===== config.mk =====
export PLATFORM = sky130hd
export DESIGN_NAME = neuron_layer_seq
export DESIGN_NICKNAME = d
export VERILOG_FILES = /design/src/rtl/neuron_pkg.sv /design/src/rtl/seq_valid_pipe.sv /design/src/rtl/neuron_layer_seq.sv
export SDC_FILE = /design/constraint.sdc
export NUM_CORES = 1
export LEC_CHECK = 0
export BUFFER_PORTS_ARGS = -buffer_cell sky130_fd_sc_hd__buf_4
export CORE_MARGIN = 2
export CORE_UTILIZATION = 37
export DETAILED_ROUTE_END_ITERATION = 6
export PLACE_DENSITY = 0.7
export SYNTH_ARGS = -nofsm -noshare
export SYNTH_HDL_FRONTEND = slang
export SYNTH_HIERARCHICAL = 1
export SYNTH_SLANG_ARGS = --single-unit

===== constraint.sdc =====
create_clock -name clk -period 3.1 [get_ports clk]
set_input_delay 0.465 -clock clk [delete_from_list [all_inputs] [get_ports clk]]
set_output_delay 0.465 -clock clk [all_outputs]
set_load 0.02 [all_outputs]

===== src/rtl/neuron_pkg.sv =====
// neuron_pkg: shared state encoding and pipeline depths for the neuron layer sequencer
package neuron_pkg;
  typedef enum logic [1:0] {IDLE, ISSUE, DRAIN, DONE} state_t;
  localparam int RD_LAT = 1;
  localparam int NEURON_LAT = 2;
  localparam int N_DEF = 8;
endpackage


===== src/rtl/seq_valid_pipe.sv =====
// seq_valid_pipe: valid shift register, bit 0 is one cycle after i_valid
module seq_valid_pipe #(
  parameter int DEPTH = 3
) (
  input  logic             clk,
  input  logic             rst,
  input  logic             i_valid,
  output logic [DEPTH-1:0] o_v
);
  logic [DEPTH-1:0] r_v;
  always_ff @(posedge clk)
    r_v <= rst ? '0 : {r_v[DEPTH-2:0], i_valid};
  assign o_v = r_v;
endmodule


===== src/rtl/neuron_layer_seq.sv =====
// neuron_layer_seq: runs one neuron datapath over a layer; NEURON_LAYER_SEQ_PERF_EN adds o_cycle_count
module neuron_layer_seq
  import neuron_pkg::*;
#(
  parameter int N = N_DEF,
  parameter int N_NEURONS = 16,
  parameter int ADDR_W = $clog2(N_NEURONS)
) (
  input  logic              clk,
  input  logic              rst,
  input  logic              i_start,
  input  logic [ADDR_W:0]   i_n_neurons_cfg,
  output logic              o_busy,
  output logic              o_done,
  output logic              o_w_rd_en,
  output logic [ADDR_W-1:0] o_w_addr,
  output logic              o_neuron_en,
  input  logic [N-1:0]      i_neuron_out,
  output logic              o_res_we,
  output logic [ADDR_W-1:0] o_res_addr,
  output logic [N-1:0]      o_res_data
`ifdef NEURON_LAYER_SEQ_PERF_EN
  , output logic [31:0]     o_cycle_count
`endif
);
  localparam int DEPTH = RD_LAT + NEURON_LAT;
  localparam logic [ADDR_W:0] C_ONE = (ADDR_W+1)'(1);
  localparam logic [ADDR_W:0] C_MAX = (ADDR_W+1)'(N_NEURONS);
  state_t r_state, w_next;
  logic [ADDR_W:0] r_cnt;
  logic [ADDR_W-1:0] r_issue_idx, r_wr_idx;
  logic [DEPTH-1:0] w_v;
  logic w_accept, w_last_issue, w_last_wr;
  assign w_accept = r_state == IDLE && i_start;
  assign w_last_issue = {1'b0, r_issue_idx} == r_cnt - C_ONE;
  assign w_last_wr = {1'b0, r_wr_idx} == r_cnt - C_ONE;
  always_comb begin
    w_next = r_state == IDLE  ? (i_start ? (i_n_neurons_cfg == '0 ? DONE : ISSUE) : IDLE)
           : r_state == ISSUE ? (w_last_issue ? DRAIN : ISSUE)
           : r_state == DRAIN ? (o_res_we && w_last_wr ? DONE : DRAIN)
           : IDLE;
  end
  always_ff @(posedge clk) begin
    if (rst) begin
      r_state     <= IDLE;
      r_cnt       <= '0;
      r_issue_idx <= '0;
      r_wr_idx    <= '0;
    end else begin
      r_state <= w_next;
      if (w_accept) begin
        r_cnt       <= i_n_neurons_cfg > C_MAX ? C_MAX : i_n_neurons_cfg;
        r_issue_idx <= '0;
        r_wr_idx    <= '0;
      end else begin
        if (r_state == ISSUE && !w_last_issue) r_issue_idx <= r_issue_idx + ADDR_W'(1);
        if (o_res_we) r_wr_idx <= r_wr_idx + ADDR_W'(1);
      end
    end
  end
  seq_valid_pipe #(.DEPTH(DEPTH)) u_pipe (
    .clk     (clk),
    .rst     (rst),
    .i_valid (o_w_rd_en),
    .o_v     (w_v)
  );
  // the extra enable after the last weight row flushes acc into the output register
  assign o_neuron_en = |w_v[NEURON_LAT-1:0];
  assign o_res_we    = w_v[DEPTH-1];
  assign o_busy      = r_state == ISSUE || r_state == DRAIN;
  assign o_done      = r_state == DONE;
  assign o_w_rd_en   = r_state == ISSUE;
  assign o_w_addr    = r_issue_idx;
  assign o_res_addr  = r_wr_idx;
  assign o_res_data  = i_neuron_out;
`ifdef NEURON_LAYER_SEQ_PERF_EN
  logic [31:0] r_cycle_count;
  always_ff @(posedge clk)
    if (rst || w_accept) r_cycle_count <= '0;
    else if (r_state != IDLE && r_cycle_count != '1) r_cycle_count <= r_cycle_count + 32'd1;
  assign o_cycle_count = r_cycle_count;
`endif
endmodule


---- Word-level counts from Yosys, hierarchy flattened ----
Index checks and enable logic that the tools add are counted.
storage, ports and cells
  flip-flop bits (word level) ............. 18
  input port bits ......................... 16
  output and inout bits ................... 21
  word-level logic and storage cells ...... 31
cells by class
  add/sub/neg operators ................... 3
  $lt $le $gt $ge ......................... 1
  equality and inequality tests ........... 5
  muxes and demuxes ....................... 8
  reductions and logical operators ........ 9
operators with widths
  cell                   count
  $mux W2                6
  $eq A4 B5 Y1           2
  $add A4 B1 Y4 const B  2
  $gt A5 B5 Y1 const B   1
  $logic_not A5 Y1       1
  $mux W5                1
  $sub A5 B1 Y5 const B  1
  $eq A2 B2 Y1 const B   2
  $reduce_or A2 Y1       2
  $logic_and A1 B1 Y1    3
  $eq A2 B1 Y1 const B   1
  $logic_not A2 Y1       1
  $logic_not A1 Y1       1
  $logic_or A1 B1 Y1     1
  $mux W1                1

---- Longest topological paths before layout ----
Gate-level depths: netlist of run 1.
  word-level depth ........................ 7
  gate-level depth with buffers ........... 7

---- Modules after synthesis ----
Netlist of run 1, hierarchy kept.
modules (own cells, without submodules)
  module            times used  cells each  area each (µm²)
  neuron_layer_seq  1           106         1023.5
  seq_valid_pipe    1           6           78.8

---- Worst setup path after synthesis of run 1 ----
OpenSTA, ideal clock, no wires.
  path type ............................... register to register
  start ................................... register r_cnt[0]
  end ..................................... register r_state[0]
  arrival time ............................ 1.630 ns
  data required time ...................... 3.005 ns
  setup slack ............................. 1.375 ns
  cell stages (with the launch flop) ...... 7
  cells stage by stage .................... dfxtp_1 > inv_1 > ha_1 > nor3b_2 > xnor2_1 > a41oi_1 > a221oi_1
between the ends
  longest elaborated chain between the ends .. 7
  elaborated cells between the ends (all ways) .. 9
  those cells by class .................... 1 x add/sub; 2 x eq/ne; 5 x mux; 1 x reduce/logical
RTL lines
  item                    RTL line                                        source
  start, declared         neuron_layer_seq.sv:30                          logic [ADDR_W:0] r_cnt;
  start signal, assigned  neuron_layer_seq.sv:52                          r_cnt <= i_n_neurons_cfg > C_MAX ? C_MAX : i_n_neurons_cfg;
  $sub A5 B1 Y5 *         neuron_layer_seq.sv:35, neuron_layer_seq.sv:36
  $eq A4 B5 Y1            neuron_layer_seq.sv:36                          assign w_last_wr = {1'b0, r_wr_idx} == r_cnt - C_ONE;
  $logic_and A1 B1 Y1     neuron_layer_seq.sv:40                          : r_state == DRAIN ? (o_res_we && w_last_wr ? DONE : DRAIN)
  $mux W1                 neuron_layer_seq.sv:40
  $mux W2                 neuron_layer_seq.sv:40
  $mux W2 *               neuron_layer_seq.sv:39                          : r_state == ISSUE ? (w_last_issue ? DRAIN : ISSUE)
  $mux W2 *               neuron_layer_seq.sv:38                          w_next = r_state == IDLE ? (i_start ? (i_n_neurons_cfg == '0 ? DONE : ISSUE) : IDLE)
  end signal, assigned    neuron_layer_seq.sv:50                          r_state <= w_next;
  end, declared           neuron_layer_seq.sv:29                          state_t r_state, w_next;
Mark *: on every way between the ends. The rest lies on a longest branch, timed or not.
A chain may end at the register's enable or synchronous reset.

---- Worst setup path in the final report of run 1 ----
  start ................................... register r_cnt[0]
  end ..................................... register r_issue_idx[2], in the netlist o_w_addr[2]
between the ends
  longest elaborated chain between the ends .. 4
RTL lines
  item                  RTL line                source
  $sub A5 B1 Y5         neuron_layer_seq.sv:35  assign w_last_issue = {1'b0, r_issue_idx} == r_cnt - C_ONE;
  $eq A4 B5 Y1          neuron_layer_seq.sv:35
  $logic_not A1 Y1      neuron_layer_seq.sv:56  if (r_state == ISSUE && !w_last_issue) r_issue_idx <= r_issue_idx + ADDR_W'(1);
  $logic_and A1 B1 Y1   neuron_layer_seq.sv:56
  end signal, assigned  neuron_layer_seq.sv:56
  end, declared         neuron_layer_seq.sv:31  logic [ADDR_W-1:0] r_issue_idx, r_wr_idx;
No other way between the ends.

==> results.sh, run 1 <==
export IMPL_status="finished, violations left"
export IMPL_violations="DRC"
export IMPL_crit_fanout=5
export IMPL_cp_end_kind="flip-flop"
export IMPL_synth_nets=135
export IMPL_cts_made_buffers=3
export IMPL_clock_fmax_mhz=517.3
export IMPL_setup_viol=0
export IMPL_initial_core_util_pct=39.30
export IMPL_grt_start_max_net_pins=11
export IMPL_yosysSeqAreaShare_pct=32.69
export IMPL_place_inst=153
export IMPL_clockBufferDepth=2
export IMPL_ir_worst_vdd_uv=242.0
export IMPL_via_count=851
export IMPL_final_cell_mix="buf_4, dfxtp_1, nand2_1"
export IMPL_worstPathCellList="inv_1, ha_1, nor3b_2, xnor2_1, nand3_1, o311ai_1"
export IMPL_yosys_area_top_type="dfxtp_1"
export IMPL_finalHoldViolations=0
export IMPL_grtUsageTotal_pct=14.00
export IMPL_ys_ff_latch=18
export IMPL_power_leakage_nw=0.5444
export IMPL_layout_cells_non_filler=157
export IMPL_drv_cap=0
export IMPL_clk_pin_slew_worst_paths_ns=0.10
export IMPL_synth_area_per_cell_sq_um=9.842
export IMPL_synthArstFlopShare_pct=0
export IMPL_clock_latency_ns=0.30
export IMPL_synthToLayoutAreaGrowth_pct=14.19
export IMPL_clock_sinks=18
export IMPL_cts_resized=0
export IMPL_first_iter_violations=12
export IMPL_critPathKind="reg2reg"
export IMPL_ys_types=37
export IMPL_num_rows=19
export IMPL_rsz0062_at_grt="no"
export IMPL_routedWlPerCell_microns=13.69
export IMPL_io_pins=37
export IMPL_tightest_slew_ns=0.6824
export IMPL_drc=2
export IMPL_n_antenna_cell=0
export IMPL_critPathLaunchType="flip-flop"
export IMPL_relSlewSlack_pct=54.51
export IMPL_nFillCells=279
export IMPL_overflow=0
export IMPL_die_w_microns=58.58
export IMPL_ctsHtreeMaxLevel=1
export IMPL_power_w=0.0004900
export IMPL_drive_gt1_share_pct=24.60
export IMPL_slowest_delay_ns=0.44
export IMPL_io_buffers=20
export IMPL_routabilityCongestion=0.8569
export IMPL_post_cts_buffers=0
export IMPL_ys_top_cells_by_area="dfxtp_1, ha_1, xor2_1, xnor3_1, buf_4"
export IMPL_synth_edff_count=0
export IMPL_crit_arrival_ns=2.14
export IMPL_ctsHoldBuffers=0
export IMPL_dp_hpwl_mm=1.648
export IMPL_cts_tree="yes"
export IMPL_final_common_cell="buf_4"
export IMPL_required_ns=3.31
export IMPL_finalCritPeriodShare_pct=62.36
export IMPL_fin_crit_ns=1.933
export IMPL_first_global_vias=791
export IMPL_antenna_left=0
export IMPL_ys_warn_count=6
export IMPL_synth_top_cell_area_share_pct=32.69
export IMPL_via_per_inst=5.420
export IMPL_layout_nets=150
export IMPL_totalWireLength_mm=2.150
export IMPL_dr_pass1_iters=6
export IMPL_synth_top_flop_cell="dfxtp_1"
export IMPL_die_area_sq_um=3432
export IMPL_cts_root_buf="clkbuf_4"
export IMPL_die_h_microns=58.58
export IMPL_cpMaxStageDelayCell="dfxtp_1"
export IMPL_synth_area_sq_um=1102
export IMPL_fin_util_pct=44.87
export IMPL_fin_tns_setup_ns=0
export IMPL_core_area_sq_um=2805
export IMPL_hold_class="in2reg"
export IMPL_powerDensity_nw_per_um2=389.3
export IMPL_antenna_found_initial=0
export IMPL_grt_pass1_wl_mm=3.594
export IMPL_drv_slew=0
export IMPL_synth_cells=112
export IMPL_fin_skew_ns=0.001191
-- synthesized netlist by cell type (all sizes together), types with 2 or more instances --
master,number
nor2,4
a21oi,2
o31ai,3
a41oi,2
buf,9
nand4,2
inv,8
dfxtp,18
a22o,2
nor2b,4
mux2i,3
xnor3,4
nor4,2
ha,7
nand2,9
o311ai,2
nor3,2
xor2,8
xnor2,3
o21ai,2
nand3,4
-- through the flow --
step | hold slack (ns) | cell area [sq um] | worst slack [ns]
after floorplan | 0.4292 | 1102 | 1.375
after global placement | 0.4485 | 1222 | 1.272
after detailed placement | 0.4421 | 1222 | 1.204
after CTS | 0.3593 | 1259 | 1.178
after global routing | 0.3774 | 1259 | 0.9626
final | 0.3655 | 1259 | 1.167
-- critical path, delay by kind of cell (launching register included) --
family	cells	cell delay, ns
DFF	1	0.44
xor gates and xnor gates	1	0.42
and+or+nand+nor	2	0.39
AOI/OAI and AO/OA	1	0.27
adders and majority gates	1	0.24
buffers and inverters	1	0.09
-- cells by family (layout without fill, tap and decap cells) --
group | after synthesis | count (layout) | share of synthesized area, %
AOI/OAI and AO/OA | 19 | 19 | 14.42
xor gates and xnor gates | 15 | 15 | 17.03
adders and majority gates | 7 | 7 | 7.945
buffers and inverters | 18 | 32 | 8.967
DFF | 18 | 18 | 32.69
muxes | 3 | 3 | 2.724
and+or+nand+nor | 32 | 32 | 16.23
-- final cells by class --
class | count | area [sq um] | area share [%]
clock buffers | 4 | 36.28 | 2.883
flip-flops and latches | 18 | 360.3 | 28.63
multi-input cells | 76 | 643.1 | 51.09
inverters | 8 | 30.03 | 2.386
well taps | 31 | 38.79 | 3.082
repair buffers | 20 | 150.1 | 11.93
-- sequential cells by signal, indices dropped and copies added, names as in the netlist --
register	count
o_res_addr	4
o_w_addr	4
r_cnt	5
r_state	2
u_pipe/o_v	3
-- power by group --
group,switching [W],internal [W]
clock network,0.0000741,0.0000717
logic,0.0000535,0.0000430
registers,0.00000913,0.000239
total,0.000137,0.000353
-- routing by layer --
metal	GRT usage, %	vias up	share of wire, %
met5	0	-	0
met4	9.091	0	3.4
met3	3.516	6	8.2
met2	19.42	31	44
met1	19.18	395	44
li1	-	419	-
-- final timing paths --
kind	start	end	slack (ns)	depth (start not counted)
max	r_cnt[0]	o_w_addr[2]	1.17	6
max reg2reg	r_cnt[0]	o_w_addr[2]	1.17	6
min reg2reg	u_pipe/o_v[1]	u_pipe/o_v[2]	0.47	1
min	i_n_neurons_cfg[1]	r_cnt[1]	0.37	3
Note: power is estimated with default switching activity, not from simulation.
==> run 2, diff against run 1 <==
--- a/config.mk
+++ b/config.mk
@@ -9,7 +9,7 @@
 export CORE_MARGIN = 2
 export CORE_UTILIZATION = 37
 export DETAILED_ROUTE_END_ITERATION = 6
-export PLACE_DENSITY = 0.7
+export PLACE_DENSITY = 0.72
 export SYNTH_ARGS = -nofsm -noshare
 export SYNTH_HDL_FRONTEND = slang
 export SYNTH_HIERARCHICAL = 1
==> constraint.sdc (replaced) <==
create_clock -name clk -period 1.72 [get_ports clk]
set_input_delay 0.258 -clock clk [delete_from_list [all_inputs] [get_ports clk]]
set_output_delay 0.258 -clock clk [all_outputs]
set_load 0.02 [all_outputs]
==> results.sh, run 2 (synthesized netlist as in run 1, its figures left out) <==
export IMPL_crit_fanout=4
export IMPL_num_rows=19
export IMPL_first_iter_violations=25
export IMPL_routabilityCongestion=0.8537
export IMPL_antenna_found_initial=0
export IMPL_clockBufferDepth=2
export IMPL_core_area_sq_um=2805
export IMPL_ctsHoldBuffers=0
export IMPL_initial_core_util_pct=39.30
export IMPL_drv_slew=0
export IMPL_area_sequential_sq_um=362.8
export IMPL_synthToLayoutAreaGrowth_pct=22.70
export IMPL_slowest_delay_ns=0.36
export IMPL_n_antenna_cell=0
export IMPL_cp_end_kind="flip-flop"
export IMPL_powerDensity_nw_per_um2=641.6
export IMPL_dp_hpwl_mm=1.878
export IMPL_drv_cap=0
export IMPL_first_global_vias=851
export IMPL_relSlewSlack_pct=77.02
export IMPL_totalWireLength_mm=2.364
export IMPL_clock_latency_ns=0.29
export IMPL_crit_family="simple AND/OR/NAND/NOR gates"
export IMPL_nFillCells=267
export IMPL_via_per_inst=5.350
export IMPL_clk_pin_slew_worst_paths_ns=0.10
export IMPL_power_w=0.0008678
export IMPL_ir_worst_vdd_uv=507.5
export IMPL_cts_tree="yes"
export IMPL_io_buffers=20
export IMPL_finalCritPeriodShare_pct=94.14
export IMPL_worstPathCellList="inv_1, ha_4, xor2_2, and3_4, nand3_1, o311ai_1"
export IMPL_power_leakage_nw=0.5907
export IMPL_die_w_microns=58.58
export IMPL_overflow=0
export IMPL_violations="DRC"
export IMPL_largest_reg_flops=5
export IMPL_design_area_sq_um=1353
export IMPL_drive_gt1_share_pct=33.33
export IMPL_rsz0062_at_grt="yes"
export IMPL_die_area_sq_um=3432
export IMPL_setup_viol=0
export IMPL_final_common_cell="buf_4"
export IMPL_layout_cells_non_filler=163
export IMPL_final_cell_mix="buf_4, dfxtp_1, nand2_1"
export IMPL_antenna_left=0
export IMPL_fin_crit_ns=1.619
export IMPL_clock_sinks=18
export IMPL_fin_tns_setup_ns=0
export IMPL_drc=3
export IMPL_crit_arrival_ns=1.83
export IMPL_cts_made_buffers=3
export IMPL_required_ns=1.93
export IMPL_routedWlPerCell_microns=14.50
export IMPL_critPathLaunchType="flip-flop"
export IMPL_tightest_slew_ns=0.3442
export IMPL_fin_skew_ns=0.001812
export IMPL_whs_ns=0.1703
export IMPL_io_pins=37
export IMPL_place_inst=158
export IMPL_grtUsageTotal_pct=13.74
export IMPL_multi_input_area_sq_um=695.7
export IMPL_via_count=872
export IMPL_cts_root_buf="clkbuf_4"
export IMPL_grt_start_max_net_pins=10
export IMPL_die_h_microns=58.58
export IMPL_status="finished, violations left"
export IMPL_clock_fmax_mhz=617.6
export IMPL_layout_nets=157
export IMPL_cpMaxStageDelayCell="dfxtp_1"
export IMPL_place_area_sq_um=1267
export IMPL_ctsHtreeMaxLevel=1
export IMPL_grt_pass1_wl_mm=3.670
export IMPL_worst_path_buf_inv=1
export IMPL_finalHoldViolations=0
export IMPL_regMostFlops="r_cnt"
export IMPL_dr_pass1_iters=6
export IMPL_critPathKind="reg2reg"
export IMPL_hold_class="in2reg"
==> run 2: metrics by stage <==
step	worst slack [ns]	utilization [%]
detailed placement	0.03215	45.18
finish	0.1009	48.22
CTS	0.01201	46.25
floorplan	0.1310	-
global placement	0.09810	45.18
global route	-0.03325	48.22
==> run 2: area by class of cell <==
cell class / instances / share of cell area, %
sequential: 18 / 26.83
tap: 31 / 2.868
inverter: 8 / 2.220
timing repair buffer: 27 / 14.99
multi-input combinational: 76 / 51.43
clock buffer: 3 / 1.665
==> run 2: path summary, 6_finish.rpt <==
path              depth (start not counted)  slack, ns          startpoint       endpoint
hold reg to reg                           1       0.47       u_pipe/o_v[0]  u_pipe/o_v[1]
setup reg to reg                          6       0.10            r_cnt[0]    o_w_addr[2]
setup / recovery                          6       0.10            r_cnt[0]    o_w_addr[2]
hold / removal                            3       0.17  i_n_neurons_cfg[0]       r_cnt[0]
==> run 2: where the power goes <==
group	internal [W]	switching, W	leakage [nW]
logic	0.000104	0.000110	0.430
clock network	0.0000815	0.000125	0.0138
registers	0.000430	0.0000169	0.147
total	0.000616	0.000252	0.591
==> run 2: repair_timing <==
action,in CTS,in global routing
resized for setup,0,8
pin swaps,1,3
setup buffers,1,1
endpoints found under the setup margin,1,6
==> run 2: tightest hold or removal path, cell delays in order <==
cell and delay [ns]:
buf_4 0.08, nand2_1 0.04, o21ai_0 0.05
==> run 2: layer usage <==
layer  part of all wire [%]  wire length, microns  GRT usage, %  vias up
met2                     49                  1151         23.76       29
met4                    1.3                    31         5.519        0
met1                     45                  1054         16.19      409
met3                    5.4                   127         3.516        4
met5                      0                     0             0        -
li1                       -                     -             -      430
